### src/rtl/fifo_rd_ctrl.sv
`default_nettype none
// +--------------------------------------------------------------------------+
// | fifo_rd_ctrl: async-FIFO read-side controller (Gray read pointer,        |
// | single-word prefetch FSM, registered output). FIFO_RD_LEVEL_EN: rd_level.|
// | Revision: 1.0                                                            |
// +--------------------------------------------------------------------------+
module fifo_rd_ctrl #(
  parameter int DATA_WIDTH = 8,
  parameter int ADDR_WIDTH = 4
) (
  input  logic                  clk,
  input  logic                  rst,
  input  logic [ADDR_WIDTH:0]   wptr_gray_sync,
  output logic [ADDR_WIDTH:0]   rptr_gray,
  output logic                  mem_ren,
  output logic [ADDR_WIDTH-1:0] mem_raddr,
  input  logic [DATA_WIDTH-1:0] mem_rdata,
  output logic [DATA_WIDTH-1:0] dout,
  output logic                  dout_valid,
  input  logic                  dout_ready,
`ifdef FIFO_RD_LEVEL_EN
  output logic [ADDR_WIDTH:0]   rd_level,
`endif
  output logic                  empty
);

  typedef enum logic [1:0] {
    IDLE  = 2'd0,
    FETCH = 2'd1,
    VALID = 2'd2
  } state_t;

  state_t              state;
  state_t              state_nxt;
  logic [ADDR_WIDTH:0] rptr_bin;
  logic [ADDR_WIDTH:0] rptr_bin_nxt;
  logic                mem_empty;
  logic                started;

  assign mem_empty    = (rptr_gray == wptr_gray_sync);
  assign rptr_bin_nxt = rptr_bin + {{ADDR_WIDTH{1'b0}}, 1'b1};
  assign mem_raddr    = rptr_bin[ADDR_WIDTH-1:0];
  assign dout_valid   = (state == VALID);
  assign empty        = (state == IDLE) && mem_empty;

  always_comb begin
    state_nxt = state;
    mem_ren   = 1'b0;
    case (state)
      // started blocks a read in the first cycle after reset release
      IDLE: begin
        if (!mem_empty && started) begin
          mem_ren   = 1'b1;
          state_nxt = FETCH;
        end
      end
      FETCH: state_nxt = VALID;
      VALID: begin
        if (dout_ready) begin
          if (!mem_empty) begin
            mem_ren   = 1'b1;
            state_nxt = FETCH;
          end else begin
            state_nxt = IDLE;
          end
        end
      end
      default: state_nxt = IDLE;
    endcase
    if (!rst) begin
      mem_ren   = 1'b0;
      state_nxt = IDLE;
    end
  end

  always_ff @(posedge clk) begin
    if (!rst) begin
      state     <= IDLE;
      rptr_bin  <= '0;
      rptr_gray <= '0;
      dout      <= '0;
      started   <= 1'b0;
    end else begin
      state   <= state_nxt;
      started <= 1'b1;
      if (mem_ren) begin
        rptr_bin  <= rptr_bin_nxt;
        rptr_gray <= rptr_bin_nxt ^ (rptr_bin_nxt >> 1);
      end
      if (state == FETCH) begin
        dout <= mem_rdata;
      end
    end
  end

`ifdef FIFO_RD_LEVEL_EN
  function automatic logic [ADDR_WIDTH:0] gray2bin(input logic [ADDR_WIDTH:0] g);
    logic [ADDR_WIDTH:0] b;
    b[ADDR_WIDTH] = g[ADDR_WIDTH];
    for (int i = ADDR_WIDTH - 1; i >= 0; i--) begin
      b[i] = b[i+1] ^ g[i];
    end
    return b;
  endfunction

  always_ff @(posedge clk) begin
    if (!rst) begin
      rd_level <= '0;
    end else begin
      rd_level <= gray2bin(wptr_gray_sync) - rptr_bin;
    end
  end
`endif

endmodule
`default_nettype wire

### config.mk
export PLATFORM = sky130hd
export DESIGN_NAME = fifo_rd_ctrl
export DESIGN_NICKNAME = d
export VERILOG_FILES = /design/src/rtl/fifo_rd_ctrl.sv
export SDC_FILE = /design/constraint.sdc
export NUM_CORES = 1
export LEC_CHECK = 0
export ABC_CLOCK_PERIOD_IN_PS = 2000
export CAP_MARGIN = 20
export CORE_AREA = 2 2 51 53
export CTS_CLUSTER_DIAMETER = 50
export DETAILED_ROUTE_END_ITERATION = 8
export DIE_AREA = 0 0 53 55
export PLACE_DENSITY = 0.83
export SYNTH_ARGS = -nofsm -noshare
export SYNTH_HDL_FRONTEND = slang
export SYNTH_SLANG_ARGS = --single-unit
### constraint.sdc
create_clock -name clk -period 2 [get_ports clk]
set_clock_uncertainty 0.05 [all_clocks]
set_input_delay 0.3 -clock clk [delete_from_list [all_inputs] [get_ports clk]]
set_output_delay 0.3 -clock clk [all_outputs]
set_load 0.01 [all_outputs]
* Yosys cells after proc, flatten, opt, wreduce, memory -nomap -nowiden
Cells that the tools add are included.
W data, S select, Z words.
** Word-level totals
- RAM bits :: 0
- Latch bits :: 0
- Memories kept :: 0
- ROM bits :: 0
- Word-level logic and storage cells :: 27
- Register bits after elaboration :: 21
- Bits of input ports :: 16
** Cells by class
- Div/mod/pow operators :: 0
- Reduce and logical (&&, ||, !) cells :: 5
- $add $sub $neg :: 1
- Multipliers :: 0
- Shift operators :: 0
- Bitwise operators :: 1
- Muxes and demuxes :: 10
- Equal/unequal tests :: 5
- Order comparisons :: 0
** Operators with widths (number)
- $mux W1 :: 6
- $pmux W2 S3 :: 1
- $add A5 B1 Y5 const B :: 1
- $eq A5 B5 Y1 :: 1
- $xor A5 B4 Y5 :: 1
- $mux W2 :: 2
- $ne A2 B1 Y1 const B :: 2
- $eq A2 B1 Y1 const B :: 1
- $eq A2 B2 Y1 const B :: 1
- $logic_and A1 B1 Y1 :: 2
- $logic_not A2 Y1 :: 1
- $pmux W1 S2 :: 1
- $reduce_and A2 Y1 :: 1
- $logic_not A1 Y1 :: 1

* Longest topological paths before layout
- Word-level depth :: 6
- Gate-level depth with buffers :: 6
- Depth with buffers taken out :: 5

* Worst setup path after synthesis
Ideal clock, no wire load.
- Kind :: register to output
- From :: reg rptr_gray[4]
- To :: out mem_ren
- Stages on the path, launching flop included :: 6
- Slack :: 421 ps
- Required time :: 1650 ps
- Data arrival time :: 1229 ps
- Path through :: dfxtp_1 xnor2_1 and3_4 buf_6 a21o_1 nor2_1
** On the way
- Word-level cells in the longest chain between the ends :: 6
** RTL lines
- start: declaration :: line 14 : output logic [ADDR_WIDTH:0] rptr_gray,
- start signal: assignment :: line 88 : rptr_gray <= rptr_bin_nxt ^ (rptr_bin_nxt >> 1);
- $eq A5 B5 Y1 * :: line 40 : assign mem_empty = (rptr_gray == wptr_gray_sync);
- $logic_not A1 Y1
- $logic_and A1 B1 Y1 :: line 52 : if (!mem_empty && started) begin
- $mux W1 :: line 52
- $pmux W1 S2 * :: line 49 : case (state)
- $mux W1 * :: line 70 : if (!rst) begin
- end: declaration :: line 15 : output logic mem_ren,
Every way passes the cells marked *; elsewhere a longest branch is shown, timed or not.

* Worst setup path in the final report
- From :: in wptr_gray_sync[1]
- To :: out empty
** On the way
- Word-level cells in the longest chain between the ends :: 2
** RTL lines
- start: declaration :: line 13 : input logic [ADDR_WIDTH:0] wptr_gray_sync,
- $eq A5 B5 Y1 :: line 40
- $logic_and A1 B1 Y1 :: line 44 : assign empty = (state == IDLE) && mem_empty;
- end: declaration :: line 24 : output logic empty
Every way passes these cells.

==> impl_summary.md <==
Run status
The run finished with clean final reports.

Clock tree
TritonCTS created 3 clock buffers. The clock drives 20 sinks. TritonCTS built the clock tree. In this run the number of H-tree levels came out at 1. The maximum clock insertion buffer count is 2. Clock-pin slew was measured on the worst setup and hold paths at 100 ps.

The clock latency on the worst-skew pair is 300 ps. The root cell of the clock tree is sky130_fd_sc_hd__clkbuf_4.

Logic synthesis
The share of the synthesized area in the top cell type is 39.5%. The number of different library cells in the post-synthesis netlist is 34. The per-instance average area after synthesis is 8.17 um^2.

The cell taking the most area after synthesis is sky130_fd_sc_hd__dfxtp_1. Synthesis produced a netlist whose cell count is 124. The synthesized design contains 20 register bits.

Yosys printed 0 warnings. By area the synthesized netlist is led by sky130_fd_sc_hd__dfxtp_1 (40%), sky130_fd_sc_hd__nand2_1 (11%), sky130_fd_sc_hd__xnor2_1 (6.9%). Synthesis produced a netlist with a net count of 141.

The synthesized area is 1010 um^2. Sequential cells were found to cover 39.5% of the synthesized design area.

Critical path
The slowest stage of the critical path is the sky130_fd_sc_hd__clkdlybuf4s50_1 cell. The critical path required time is 1650 ps. Walking the worst path, the cells encountered are clkdlybuf4s50_1 > xnor2_1 > nand3_1 > nor4_2 > dlygate4sd1_1. By startpoint and endpoint, the worst setup path is classified as in2out. The element type at the critical path start is a primary input. The delay of the slowest cell on the worst path is 480 ps. The category of the worst setup path capture point is an output port. At the worst endpoint, the arrival time is 1580 ps. Of all nets on the critical path, the largest fanout is 2.

Drt
The number of nets with antenna violations after routing is 0. The via density per instance is 5.12. The post-detailed-route DRC marker count is 0.

The first detailed-routing pass took 4 iterations. The per-cell routed wire length is 12.0 um. The iteration-0 DRC count of the detailed router is 11. Summed over all layers, the routed wires come to 2.32 mm. The overall via count from detail_route is 989.

Power
Summing internal, switching and leakage power gives 0.902 mW. Dividing total power by cell area gives a power density of 613 nW/um^2. The analysis attributes to cell leakage a power of 0.564 nW.

Across the VDD grid, the largest voltage drop is 0.000497 V.

Die
The initial utilization of the core area, before any placement, comes to 42.9%. During I/O placement, the number of pins put on the boundary was 36. The die covers 2920 um^2. The initialized floorplan defines 18 standard-cell rows.

The die is 53 um wide. The total area inside the core boundary comes to 2360 um^2. The floorplan step set the die height to 55 um.

Global routing
The number of global-route vias before repair came to 862. Entering global routing, the biggest net connects 18 pins. The aggregate global-route resource usage is 17.3%.

The first global-routing pass estimated 3.75 mm of wire. Summed over all layers, the global routing overflow is 0. The number of antenna violations at the first check in global routing is 0.

Timing
The worst path in the final design needs a cycle of 1930 ps, including I/O delays and setup. The maximum clock frequency is 519 MHz. In the finished design, the share of the clock period the worst path needs comes to 96.4%.

The count of endpoints failing hold in the final timing report came to 0. The max-slew violation total from the final report is 0. The relative slew slack is 66.9%. The final hold slack is 416 ps. For the pin with the worst max-slew slack, the measured transition is 495 ps. The setup-violating endpoint count in the final report is 0. The setup TNS is 0 ps.

Worst hold path
The path type of the worst min-delay path is reg2reg.

Cells and area
Cells fill 62.3% of the core in the end. The final instance area is 1470 um^2. In the final design database the tool counted 181 nets.

Cells with a size suffix above 1 make up 12.3% of the layout. From synthesis to final layout, the design area changed by 45.3%. The repair_antennas step left the layout with diodes totalling 0.

Placement
The port buffer count is 35. Routability-driven placement finished with a final weighted congestion of 0.829. Summed over all nets, the half-perimeter wirelength after detailed placement is 1.81 mm. After detailed placement, the total cell area comes to 1420 um^2.

Flow run
The count of max-cap constraint violations is 0.
[metrics by stage]
stage | std cells | setup slack [ps]
after floorplan | 124 | 421
after global placement | 189 | -227
after detailed placement | 189 | -244
after CTS | 193 | 45.8
after global routing | 193 | -19.7
final | 193 | 72.2
[flip-flops by register name, summed over array words and instances (netlist names)]
signal	count
dout	8
rptr_gray	5
rptr_bin	4
state	2
started	1
[power by group]
group	total [mW]	switching, mW	internal, mW	leakage, nW
logic	0.231	0.104	0.127	0.380
registers	0.446	0.0230	0.423	0.164
clock network	0.225	0.115	0.111	0.0210
total	0.902	0.241	0.661	0.564
[worst max-delay path, delay by kind of cell]
kind	cells	cell delay (ps)
xor+xnor	1	150
buf+inv	2	770
simple gates	2	360
[cells in the mapped netlist]
cell / number
sky130_fd_sc_hd__nand2b_1: 5
sky130_fd_sc_hd__o21ai_0: 1
sky130_fd_sc_hd__buf_6: 1
sky130_fd_sc_hd__mux2_2: 1
sky130_fd_sc_hd__a41oi_1: 1
sky130_fd_sc_hd__clkbuf_1: 3
sky130_fd_sc_hd__dfxtp_1: 20
sky130_fd_sc_hd__a31oi_1: 1
sky130_fd_sc_hd__and3_1: 2
sky130_fd_sc_hd__o211ai_1: 1
sky130_fd_sc_hd__o22ai_1: 1
sky130_fd_sc_hd__clkbuf_2: 1
sky130_fd_sc_hd__nand2_1: 29
sky130_fd_sc_hd__buf_1: 1
sky130_fd_sc_hd__nor2b_1: 1
sky130_fd_sc_hd__nor2_1: 4
sky130_fd_sc_hd__and2_1: 1
sky130_fd_sc_hd__o31ai_2: 1
sky130_fd_sc_hd__a21boi_0: 1
sky130_fd_sc_hd__o311ai_0: 1
sky130_fd_sc_hd__buf_2: 2
sky130_fd_sc_hd__inv_1: 3
sky130_fd_sc_hd__nor4_1: 1
sky130_fd_sc_hd__xor2_1: 2
sky130_fd_sc_hd__ha_1: 1
sky130_fd_sc_hd__a211o_1: 2
sky130_fd_sc_hd__xnor2_1: 8
sky130_fd_sc_hd__and3_4: 1
sky130_fd_sc_hd__nand3_1: 4
sky130_fd_sc_hd__nand4_1: 2
sky130_fd_sc_hd__or3_1: 1
sky130_fd_sc_hd__mux2i_1: 6
sky130_fd_sc_hd__a21oi_1: 13
sky130_fd_sc_hd__a21o_1: 1
[cells in the final DEF, fill, tap and decap left out, drive strengths merged, types with 2 or more instances in the layout]
cell	count
inv	3
a21oi	13
nand2	29
nor2	4
buf	8
a211o	2
nand2b	5
nand4	2
and3	3
clkbuf	5
xor2	2
xnor2	8
clkdlybuf4s50	33
nand3	4
dfxtp	20
mux2i	6
[repair_timing]
action | in CTS | in global routing
hold buffers | 0 | 0
setup buffers | 0 | 0
resized for setup | 2 | 8
hold endpoints to repair | 0 | 0
endpoints found under the setup margin | 2 | 2
[kinds of logic after synthesis]
group | count (synthesis) | synth area share (%)
buf+inv | 11 | 5.18
mux | 7 | 7.04
fa+ha+maj | 1 | 1.23
xor+xnor | 10 | 8.64
compound gates | 24 | 15.1
simple gates | 51 | 23.3
flops | 20 | 39.5
[path summary, 6_finish.rpt]
kind	start	end	slack (ps)	cells after the start
min	dout[6]	dout[6]	420	2
min reg2reg	dout[6]	dout[6]	420	2
max reg2reg	rptr_bin[0]	rptr_bin[2]	370	4
max	wptr_gray_sync[1]	empty	70	5
[routing by layer]
layer / GRT usage (%) / wire, um / vias to the layer above
met3: 3.23 / 168 / 2
met2: 33.1 / 1150 / 37
met5: 0 / 0 / -
met1: 19.4 / 988 / 452
li1: - / - / 498
met4: 5.13 / 14 / 0
[area by class of cell]
cell class | count | area (um^2)
clock buffer | 4 | 36.3
inverter | 3 | 11.3
fill | 220 | 892
sequential | 20 | 402
multi-input combinational | 93 | 582
tap | 30 | 37.5
timing repair buffer | 43 | 404
Note: power is estimated with default switching activity, not from simulation.
